[config.mk]
export PLATFORM = sky130hd
export DESIGN_NAME = etapa_ex_muldiv
export DESIGN_NICKNAME = d
export VERILOG_FILES = /design/src/rtl/etapa_ex_muldiv.sv
export SDC_FILE = /design/constraint.sdc
export NUM_CORES = 1
export LEC_CHECK = 0
export BUFFER_PORTS_ARGS = -buffer_cell sky130_fd_sc_hd__buf_4
export CAP_MARGIN = 20
export CORE_UTILIZATION = 60
export CTS_CLUSTER_DIAMETER = 100
export DETAILED_ROUTE_END_ITERATION = 8
export PLACE_DENSITY = 0.82
export SLEW_MARGIN = 30
export SYNTH_ARGS = -nofsm -noshare
export SYNTH_HDL_FRONTEND = slang
export SYNTH_SLANG_ARGS = --single-unit
[constraint.sdc]
create_clock -name i_clk -period 5.2 [get_ports i_clk]
set_input_delay 0.26 -clock i_clk [delete_from_list [all_inputs] [get_ports i_clk]]
set_output_delay 0.26 -clock i_clk [all_outputs]
set_load 0.01 [all_outputs]
[src/rtl/etapa_ex_muldiv.sv]
// etapa_ex_muldiv: iterative MULT/MULTU/DIV/DIVU unit for the EX stage, owns the HI/LO registers.
// Optional divider is built only when MULDIV_DIV_EN is defined; otherwise DIV/DIVU complete at once with HI/LO unchanged.
module etapa_ex_muldiv #(
    parameter int NBITS   = 32,
    parameter int CNTBITS = 6
) (
    input  logic             i_clk,
    input  logic             i_reset,
    input  logic             i_start,
    input  logic [1:0]       i_op,
    input  logic [NBITS-1:0] i_Registro1,
    input  logic [NBITS-1:0] i_Registro2,
    input  logic             i_MTHI,
    input  logic             i_MTLO,
    output logic             o_busy,
    output logic             o_done,
    output logic [NBITS-1:0] o_HI,
    output logic [NBITS-1:0] o_LO
);

    // state | meaning
    // IDLE  | waiting for work
    // MUL   | shift-add multiply, one bit per cycle
    // DIV   | restoring divide, one quotient bit per cycle
    // DONE  | HI/LO hold the new result, o_done high
`ifdef MULDIV_DIV_EN
    typedef enum logic [1:0] {IDLE = 2'd0, MUL = 2'd1, DIV = 2'd2, DONE = 2'd3} state_t;
`else
    typedef enum logic [1:0] {IDLE = 2'd0, MUL = 2'd1, DONE = 2'd3} state_t;
`endif

    localparam int AW = 2*NBITS + 1;

    state_t               state, state_nxt;
    logic [CNTBITS-1:0]   cnt;
    logic [AW-1:0]        acc;
    logic [NBITS-1:0]     opb;
    logic                 neg_res;
    logic [NBITS-1:0]     hi, lo;

    logic                 idle_like, take_start, last_step, signed_op;
    logic [NBITS-1:0]     mag_a, mag_b;
    logic [NBITS:0]       mul_sum;
    logic [AW-1:0]        mul_acc;
    logic [2*NBITS-1:0]   prod;

    assign idle_like  = (state == IDLE) || (state == DONE);
    assign take_start = idle_like && i_start;
    assign last_step  = (cnt == '0);
    assign signed_op  = ~i_op[0];

    assign mag_a = (signed_op && i_Registro1[NBITS-1]) ? -i_Registro1 : i_Registro1;
    assign mag_b = (signed_op && i_Registro2[NBITS-1]) ? -i_Registro2 : i_Registro2;

    // Multiplier sits in the low half of acc and is consumed LSB first.
    assign mul_sum = acc[AW-1:NBITS] + (acc[0] ? {1'b0, opb} : '0);
    assign mul_acc = {1'b0, mul_sum, acc[NBITS-1:1]};
    assign prod    = neg_res ? -mul_acc[2*NBITS-1:0] : mul_acc[2*NBITS-1:0];

`ifdef MULDIV_DIV_EN
    logic                 neg_rem, div_zero;
    logic [AW-1:0]        div_shift, div_acc;
    logic [NBITS:0]       div_diff;
    logic                 div_ge;
    logic [NBITS-1:0]     quo, rem, hi_res, lo_res;

    // Partial remainder in the upper NBITS+1 bits, dividend shifts out of / quotient shifts into the low half.
    assign div_shift = {acc[AW-2:0], 1'b0};
    assign div_ge    = div_shift[AW-1:NBITS] >= {1'b0, opb};
    assign div_diff  = div_shift[AW-1:NBITS] - {1'b0, opb};
    assign div_acc   = div_ge ? {div_diff, div_shift[NBITS-1:1], 1'b1} : div_shift;
    assign quo       = div_acc[NBITS-1:0];
    assign rem       = div_acc[2*NBITS-1:NBITS];
    // A zero divisor leaves |dividend| as remainder, so re-signing it restores the raw dividend.
    assign lo_res    = div_zero ? '1 : (neg_res ? -quo : quo);
    assign hi_res    = neg_rem ? -rem : rem;
`endif

    always_comb begin
        state_nxt = state;
        case (state)
            IDLE, DONE: begin
                if (i_start) begin
                    if (!i_op[1])
                        state_nxt = MUL;
                    else
`ifdef MULDIV_DIV_EN
                        state_nxt = DIV;
`else
                        state_nxt = DONE;
`endif
                end else if (state == DONE) begin
                    state_nxt = IDLE;
                end
            end
            MUL: if (last_step) state_nxt = DONE;
`ifdef MULDIV_DIV_EN
            DIV: if (last_step) state_nxt = DONE;
`endif
            default: state_nxt = IDLE;
        endcase
    end

    always_ff @(posedge i_clk) begin
        if (i_reset) begin
            state   <= IDLE;
            cnt     <= '0;
            acc     <= '0;
            opb     <= '0;
            neg_res <= 1'b0;
            hi      <= '0;
            lo      <= '0;
`ifdef MULDIV_DIV_EN
            neg_rem  <= 1'b0;
            div_zero <= 1'b0;
`endif
        end else begin
            state <= state_nxt;
            if (take_start) begin
                cnt     <= CNTBITS'(NBITS - 1);
                acc     <= {{(NBITS+1){1'b0}}, mag_a};
                opb     <= mag_b;
                neg_res <= signed_op && (i_Registro1[NBITS-1] ^ i_Registro2[NBITS-1]);
`ifdef MULDIV_DIV_EN
                neg_rem  <= signed_op && i_Registro1[NBITS-1];
                div_zero <= (i_Registro2 == '0);
`endif
            end else if (idle_like) begin
                if (i_MTHI) hi <= i_Registro1;
                if (i_MTLO) lo <= i_Registro1;
            end else begin
                cnt <= cnt - CNTBITS'(1);
                case (state)
                    MUL: begin
                        acc <= mul_acc;
                        if (last_step) begin
                            hi <= prod[2*NBITS-1:NBITS];
                            lo <= prod[NBITS-1:0];
                        end
                    end
`ifdef MULDIV_DIV_EN
                    DIV: begin
                        acc <= div_acc;
                        if (last_step) begin
                            hi <= hi_res;
                            lo <= lo_res;
                        end
                    end
`endif
                    default: acc <= acc;
                endcase
            end
        end
    end

    assign o_busy = (state == MUL)
`ifdef MULDIV_DIV_EN
                    || (state == DIV)
`endif
                    ;
    assign o_done = (state == DONE);
    assign o_HI   = hi;
    assign o_LO   = lo;

endmodule

==> parameters.txt, run 1 <==
Parameter                              Value

Logic synthesis
  Area fraction of the dominant cell type after synthesis ... 28.8%
  Yosys warns ... 0
  Synth top area cells ... sky130_fd_sc_hd__dfxtp_1 29%, sky130_fd_sc_hd__nor2_1 6.3%, sky130_fd_sc_hd__xnor2_1 6.0%
  Gate Count Post-Synth ... 1,514
  Top_reg_cell synth ... sky130_fd_sc_hd__dfxtp_1
  Async set-reset flop share out of synthesis ... 0%
  Number of synthesized flops with an enable pin ... 0
  Number of flip-flops and latches in the synthesized netlist ... 169
  Mean post-synth cell area ... 7.75 sq um
  Mapped Nets ... 1,625
  Unique cell type count in the Yosys netlist ... 77
  Post-synthesis sequential area ratio ... 28.8%
  Cell taking the most area after synthesis ... sky130_fd_sc_hd__dfxtp_1
  Netlist area before placement ... 0.0117 sq mm

Setup path
  Critical path required time ... 5.48 ns
  Startpoint type of the worst setup path ... flip-flop
  Critical Path Sink Type ... flip-flop
  Data arrival at the endpoint of the critical path ... 4.94 ns
  CP max FO ... 17
  Type of the worst setup path ... reg2reg

Power and ir drop
  Worst VDD drop ... 0.508 mV
  Pwr dens ... 457 mW/mm^2
  Reported leakage power ... 5.24 nW

Place
  Port Buffers ... 136
  Worst setup slack before clock tree synthesis ... 0.842 ns
  Placer's final routability congestion estimate ... 0.963
  Placed cell areas ... 0.0129 sq mm
  Detailed placement HPWL ... 26,300 microns

CTS
  Number of buffers added by the clock tree synthesis step ... 17
  TritonCTS clock tree ... done
  Max Root-Sink Buffers ... 2
  Cells resized by post-CTS repair ... 0
  Clock Pin Slew Worst Setup and Hold Paths ... 0.07 ns
  Maximum level of the CTS H-tree ... 4
  Clock root buffer ... sky130_fd_sc_hd__clkbuf_16
  Number of buffers inserted by hold repair at cts ... 0
  Count of clock tree sinks ... 169
  Number of buffers inserted by post-CTS setup repair ... 0
  Clock latency reported for the late side of the worst-skew pair ... 0.45 ns

Floorplan
  Cell Rows ... 50
  # IOs ... 137
  Effective utilization at floorplan ... 61.9%
  Height of the die ... 142 microns
  Area inside the core boundary ... 0.0190 sq mm
  Die Width ... 142 microns
  Die area ... 0.0201 sq mm

Layout
  Antenna fix cells ... 0
  Most common library cell in the layout ignoring fill and taps ... sky130_fd_sc_hd__nor2_1
  Core occupancy in the finished layout ... 71.4%
  Count of nets after finishing ... 1,710
  Syn-to-layout area delta ... 15.4%
  Leading cell types in the layout, fill and taps excluded ... 195 x sky130_fd_sc_hd__nor2_1, 168 x sky130_fd_sc_hd__dfxtp_1, 155 x sky130_fd_sc_hd__buf_4, 140 x sky130_fd_sc_hd__nand2_1, 119 x sky130_fd_sc_hd__a21oi_1
  Finished Cell Area ... 0.0135 sq mm
  Share of layout cells above drive strength 1 ... 14.3%

Job
  MaxCap Viol Count ... 0

Route
  Routed wire per std cell ... 19.4 microns
  Number of search-and-repair iterations in the first detailed-routing pass ... 6
  Via density per instance ... 6.39
  Remaining antenna violation count ... 0
  Total length of routed wires ... 36,400 microns
  Via count ... 12,000
  Drt drc ... 0
  Initial detailed-routing violation count ... 1,554

GRT
  Final global-route overflow total ... 0
  Pin count of the biggest net entering global routing ... 109
  Vias in the first global route ... 11,000
  Total GRT Usage ... 36.7%
  First-pass GRT wire length ... 57,900 microns
  Number of antenna violations at the first check in global routing ... 0

STA
  Setup repair after global routing missed its margin ... no
  Setup violations, final ... 0
  Clk_skew ... 0.0138 ns
  Transition time of the tightest slew-check pin ... 0.883 ns
  Final count of hold timing violations ... 0
  Max-slew violation count ... 0
  Fin Setup TNS ... 0 ns
  Final critical delay including setup and external delays ... 4.66 ns
  Post-route fraction of the period consumed by the critical path ... 89.7%
  Setup ws final ... 0.537 ns
  Max_slew headroom ... 40.7%
  Max Freq ... 214 MHz

Status
  Run status ... completed

Min path
  Class of the most critical hold timing path ... in2reg
[through the flow]
| step | power, mW | hold WS (ns) | std cells |
|---|---|---|---|
| 4_1_cts | 6.12 | 0.107 | 1871 |
| 6_report | 6.19 | 0.113 | 1871 |
| 3_3_place_gp | 4.72 | 0.438 | 1838 |
| 3_5_place_dp | 4.80 | 0.447 | 1840 |
| 2_1_floorplan | 3.85 | 0.396 | 1514 |
| 5_1_grt | 6.53 | 0.108 | 1871 |
[critical path, cell delays in order (launching register included)]
cell	delay, ns
sky130_fd_sc_hd__dfxtp_1	0.34
sky130_fd_sc_hd__buf_4	0.18
sky130_fd_sc_hd__and2_1	0.14
sky130_fd_sc_hd__ha_1	0.21
sky130_fd_sc_hd__inv_1	0.07
sky130_fd_sc_hd__fa_1	0.42
sky130_fd_sc_hd__nor2b_1	0.25
sky130_fd_sc_hd__o31ai_1	0.14
sky130_fd_sc_hd__a2111oi_0	0.61
sky130_fd_sc_hd__nor2_1	0.13
sky130_fd_sc_hd__xnor2_1	0.24
sky130_fd_sc_hd__or4_4	0.55
sky130_fd_sc_hd__nor4b_4	0.38
sky130_fd_sc_hd__nand2_2	0.15
sky130_fd_sc_hd__o21ai_0	0.27
sky130_fd_sc_hd__xor2_1	0.27
sky130_fd_sc_hd__a211oi_1	0.13
[per-layer routing]
metal	track usage [%]	up-vias	part of all wire [%]
met4	15.2	0	3.7
met2	56.3	661	43
met3	6.38	96	9.3
met5	0	-	0
met1	50.8	5595	44
li1	-	5603	-
[flip-flops by register name, summed over array words and instances (netlist names)]
name and cells:
acc 64, o_HI 32, o_LO 32, opb 32
cnt 6, state 2, neg_res 1
[path summary, 6_finish.rpt]
check                          endpoint                  start  slack [ns]  cells past startpoint
hold / removal     opb[31]$_SDFFE_PP0P_        i_Registro2[31]        0.11                      3
setup reg to reg  o_HI[27]$_SDFFE_PP0P_    acc[0]$_SDFFE_PP0P_        0.54                     16
setup / recovery  o_HI[27]$_SDFFE_PP0P_    acc[0]$_SDFFE_PP0P_        0.54                     16
hold reg to reg   o_HI[11]$_SDFFE_PP0P_  o_HI[11]$_SDFFE_PP0P_        0.45                      2
[power by group]
part	total [mW]	internal [mW]	switching, mW
clock network	1.32	0.732	0.588
registers	1.96	1.64	0.320
logic	2.91	1.11	1.80
[logic make-up (layout without fill, tap and decap cells)]
logic type / Yosys count / count (layout) / share of synthesized area, %
buf+inv: 121 / 218 / 4.03
flops: 169 / 169 / 28.8
compound gates: 445 / 445 / 25.2
xor+xnor: 140 / 140 / 10.5
fa+ha+maj: 40 / 40 / 4.33
simple gates: 537 / 537 / 21.9
mux: 62 / 62 / 5.30
[area by class of cell]
class                      count  area (sq um)
timing repair buffer         158          1220
clock inverter                13           156
sequential                   169          3380
multi-input combinational   1224          7900
fill                        1607          5420
tap                          260           325
clock buffer                  18           439
inverter                      29           109
[synthesized netlist by cell type, types with 28 or more instances]
master and count:
sky130_fd_sc_hd__a211oi_1 75, sky130_fd_sc_hd__a21oi_1 120, sky130_fd_sc_hd__and2_1 41, sky130_fd_sc_hd__clkbuf_1 73
sky130_fd_sc_hd__dfxtp_1 169, sky130_fd_sc_hd__ha_1 39, sky130_fd_sc_hd__inv_1 28, sky130_fd_sc_hd__mux2i_1 61
sky130_fd_sc_hd__nand2_1 141, sky130_fd_sc_hd__nor2_1 196, sky130_fd_sc_hd__nor3_1 33, sky130_fd_sc_hd__o211ai_1 34
sky130_fd_sc_hd__o21ai_0 83, sky130_fd_sc_hd__xnor2_1 81, sky130_fd_sc_hd__xor2_1 59
Note: power is estimated with default switching activity, not from simulation.
==> run 2: changes to the inputs <==
==> constraint.sdc (replaced) <==
create_clock -name i_clk -period 6 [get_ports i_clk]
set_input_delay 0.3 -clock i_clk [delete_from_list [all_inputs] [get_ports i_clk]]
set_output_delay 0.3 -clock i_clk [all_outputs]
set_load 0.01 [all_outputs]
==> parameters.txt, run 2 (same netlist as run 1, synthesis figures left out) <==
Parameter                              Value

CTS
  TritonCTS clock tree ... done
  Number of buffers added by the clock tree synthesis step ... 17 (unchanged)
  Number of buffers inserted by post-CTS setup repair ... 0 (unchanged)
  Clock root buffer ... sky130_fd_sc_hd__clkbuf_16
  Clock latency reported for the late side of the worst-skew pair ... 0.45 ns (about the same)
  Clock Pin Slew Worst Setup and Hold Paths ... 0.07 ns (about the same)
  Count of clock tree sinks ... 169 (unchanged)
  Max Root-Sink Buffers ... 2 (unchanged)
  Cells resized by post-CTS repair ... 0 (unchanged)
  Number of buffers inserted by hold repair at cts ... 0 (unchanged)
  Maximum level of the CTS H-tree ... 4 (unchanged)

STA
  Final critical delay including setup and external delays ... 5.01 ns (+0.343 ns)
  Clk_skew ... 0.0115 ns (-0.00227 ns)
  Post-route fraction of the period consumed by the critical path ... 83.4% (-6.2 points)
  Final count of hold timing violations ... 0 (unchanged)
  Transition time of the tightest slew-check pin ... 0.926 ns (+0.0430 ns)
  Worst hold slack across all endpoints ... 0.154 ns (+0.0418 ns)
  Setup repair after global routing missed its margin ... no
  Fin Setup TNS ... 0 ns (unchanged)
  Max_slew headroom ... 38.2% (-2.5 points)
  Max-slew violation count ... 0 (unchanged)
  Max Freq ... 200 MHz (-6.8%)
  Setup violations, final ... 0 (unchanged)

GRT
  First-pass GRT wire length ... 55,800 microns (-3.6%)
  Pin count of the biggest net entering global routing ... 106 (-2.8%)
  Vias in the first global route ... 10,400 (-5.2%)
  Final global-route overflow total ... 0 (unchanged)
  Number of antenna violations at the first check in global routing ... 0 (unchanged)
  Total GRT Usage ... 35.2% (-1.5 points)

Layout
  Max reg flops ... 64 (unchanged)
  Count of nets after finishing ... 1,704 (-0.35%)
  Most common library cell in the layout ignoring fill and taps ... sky130_fd_sc_hd__nor2_1
  Number of fill cells ... 1,549 (-3.6%)
  Register ranked first by flip-flop count ... acc
  Non-filler instance count after layout ... 1,866 (-0.27%)
  Core occupancy in the finished layout ... 71.1% (-0.31 points)
  Antenna fix cells ... 0 (unchanged)
  Leading cell types in the layout, fill and taps excluded ... 195 x sky130_fd_sc_hd__nor2_1, 168 x sky130_fd_sc_hd__dfxtp_1, 150 x sky130_fd_sc_hd__buf_4, 140 x sky130_fd_sc_hd__nand2_1, 119 x sky130_fd_sc_hd__a21oi_1
  Syn-to-layout area delta ... 14.9%
  Share of layout cells above drive strength 1 ... 14.1% (-0.20 points)

Route
  Via count ... 11,800 (-1.1%)
  Initial detailed-routing violation count ... 1,131 (-27%)
  Via density per instance ... 6.34 (-0.79%)
  Number of search-and-repair iterations in the first detailed-routing pass ... 6 (unchanged)
  Routed wire per std cell ... 19.0 microns (-2.3%)
  Drt drc ... 0 (unchanged)
  Remaining antenna violation count ... 0 (unchanged)
  Total length of routed wires ... 35,400 microns (-2.5%)

Setup path
  Startpoint of the worst setup timing path ... acc[0]$_SDFFE_PP0P_
  Critical Path Sink Type ... flip-flop
  Capturing point of the worst reg2reg path ... o_HI[29]$_SDFFE_PP0P_
  Data arrival at the endpoint of the critical path ... 5.30 ns (+0.36 ns)
  Crit Reg-Reg Startpoint ... acc[0]$_SDFFE_PP0P_
  Type of the worst setup path ... reg2reg
  Crit path capture ... o_HI[29]$_SDFFE_PP0P_
  Startpoint type of the worst setup path ... flip-flop
  Worst reg-to-reg setup slack ... 0.99 ns (+0.46 ns)
  CP max FO ... 33 (+16)
  Critical path required time ... 6.30 ns (+0.82 ns)
  Length in cells of the worst reg-to-reg path ... 15 (-1)

Place
  Port Buffers ... 136 (unchanged)
  Cell count after placement ... 1,834 (-0.33%)
  Detailed placement HPWL ... 25,800 microns (-1.9%)
  Placer's final routability congestion estimate ... 0.948 (-1.6%)

Power and ir drop
  Pwr dens ... 393 mW/mm^2 (-14%)
  Reported leakage power ... 5.20 nW (-0.76%)
  Total power ... 5.29 mW (-14%)
  Worst VDD drop ... 0.485 mV (-4.4%)

Floorplan
  # IOs ... 137 (unchanged)
  Die Width ... 142 microns (unchanged)
  Height of the die ... 142 microns (unchanged)
  Die area ... 0.0201 sq mm (unchanged)
  Area inside the core boundary ... 0.0190 sq mm (unchanged)
  Effective utilization at floorplan ... 61.9% (unchanged)
  Cell Rows ... 50 (unchanged)

Min path
  Class of the most critical hold timing path ... in2reg

Status
  Run status ... completed

Job
  MaxCap Viol Count ... 0 (unchanged)
[run 2: layout make-up]
| type | count | area, sq um | area share (%) |
|---|---|---|---|
| Clock inverter | 15 | 158 | 1.17 |
| Tap cell | 260 | 325 | 2.41 |
| Sequential cell | 169 | 3380 | 25.1 |
| Inverter | 29 | 109 | 0.808 |
| Clock buffer | 17 | 425 | 3.16 |
| Multi-Input combinational cell | 1224 | 7910 | 58.7 |
| Timing Repair Buffer | 152 | 1160 | 8.64 |
[run 2: how the worst min path moves through the flow]
stage | cells past startpoint | from | end | slack, ns
2_1_floorplan | 2 | opb[18]$_SDFFE_PP0P_ | opb[18]$_SDFFE_PP0P_ | 0.43
3_3_place_gp | 2 | o_HI[9]$_SDFFE_PP0P_ | o_HI[9]$_SDFFE_PP0P_ | 0.44
3_5_place_dp | 2 | o_HI[9]$_SDFFE_PP0P_ | o_HI[9]$_SDFFE_PP0P_ | 0.44
4_1_cts | 3 | i_Registro2[31] | opb[31]$_SDFFE_PP0P_ | 0.15
5_1_grt | 3 | i_Registro2[0] | opb[0]$_SDFFE_PP0P_ | 0.17
6_report | 3 | i_Registro2[31] | opb[31]$_SDFFE_PP0P_ | 0.15
[run 2: layer usage]
layer	global-route usage (%)	share of wire [%]
met3	4.76	8.6
met5	0	0
met2	53.8	44
met4	13.4	3.6
met1	50.2	44
[run 2: worst max-delay path, cell delays in order, from the launching register on]
cell,delay [ns]
sky130_fd_sc_hd__dfxtp_1,0.93
sky130_fd_sc_hd__and2_1,0.23
sky130_fd_sc_hd__ha_1,0.20
sky130_fd_sc_hd__inv_1,0.07
sky130_fd_sc_hd__fa_1,0.42
sky130_fd_sc_hd__nor2b_1,0.22
sky130_fd_sc_hd__o31ai_1,0.11
sky130_fd_sc_hd__a2111oi_0,0.58
sky130_fd_sc_hd__nor2_1,0.15
sky130_fd_sc_hd__xnor2_1,0.24
sky130_fd_sc_hd__or4_4,0.55
sky130_fd_sc_hd__nor4b_4,0.40
sky130_fd_sc_hd__nand4_1,0.16
sky130_fd_sc_hd__and3_1,0.22
sky130_fd_sc_hd__nor3_1,0.26
sky130_fd_sc_hd__o41ai_2,0.10
[run 2: per-stage QoR]
step / setup WS [ns] / instance area [sq um]
finish: 0.995 / 13500
detailed placement: 1.15 / 12900
global placement: 1.35 / 12900
floorplan: 2.03 / 11700
global route: 0.621 / 13500
CTS: 1.09 / 13500
[run 2: power by group]
group	internal [mW]	switching (mW)	leakage, nW
Sequential	1.42	0.288	1.39
Combinational	0.947	1.52	3.54
Clock	0.589	0.529	0.279
Total	2.95	2.34	5.20
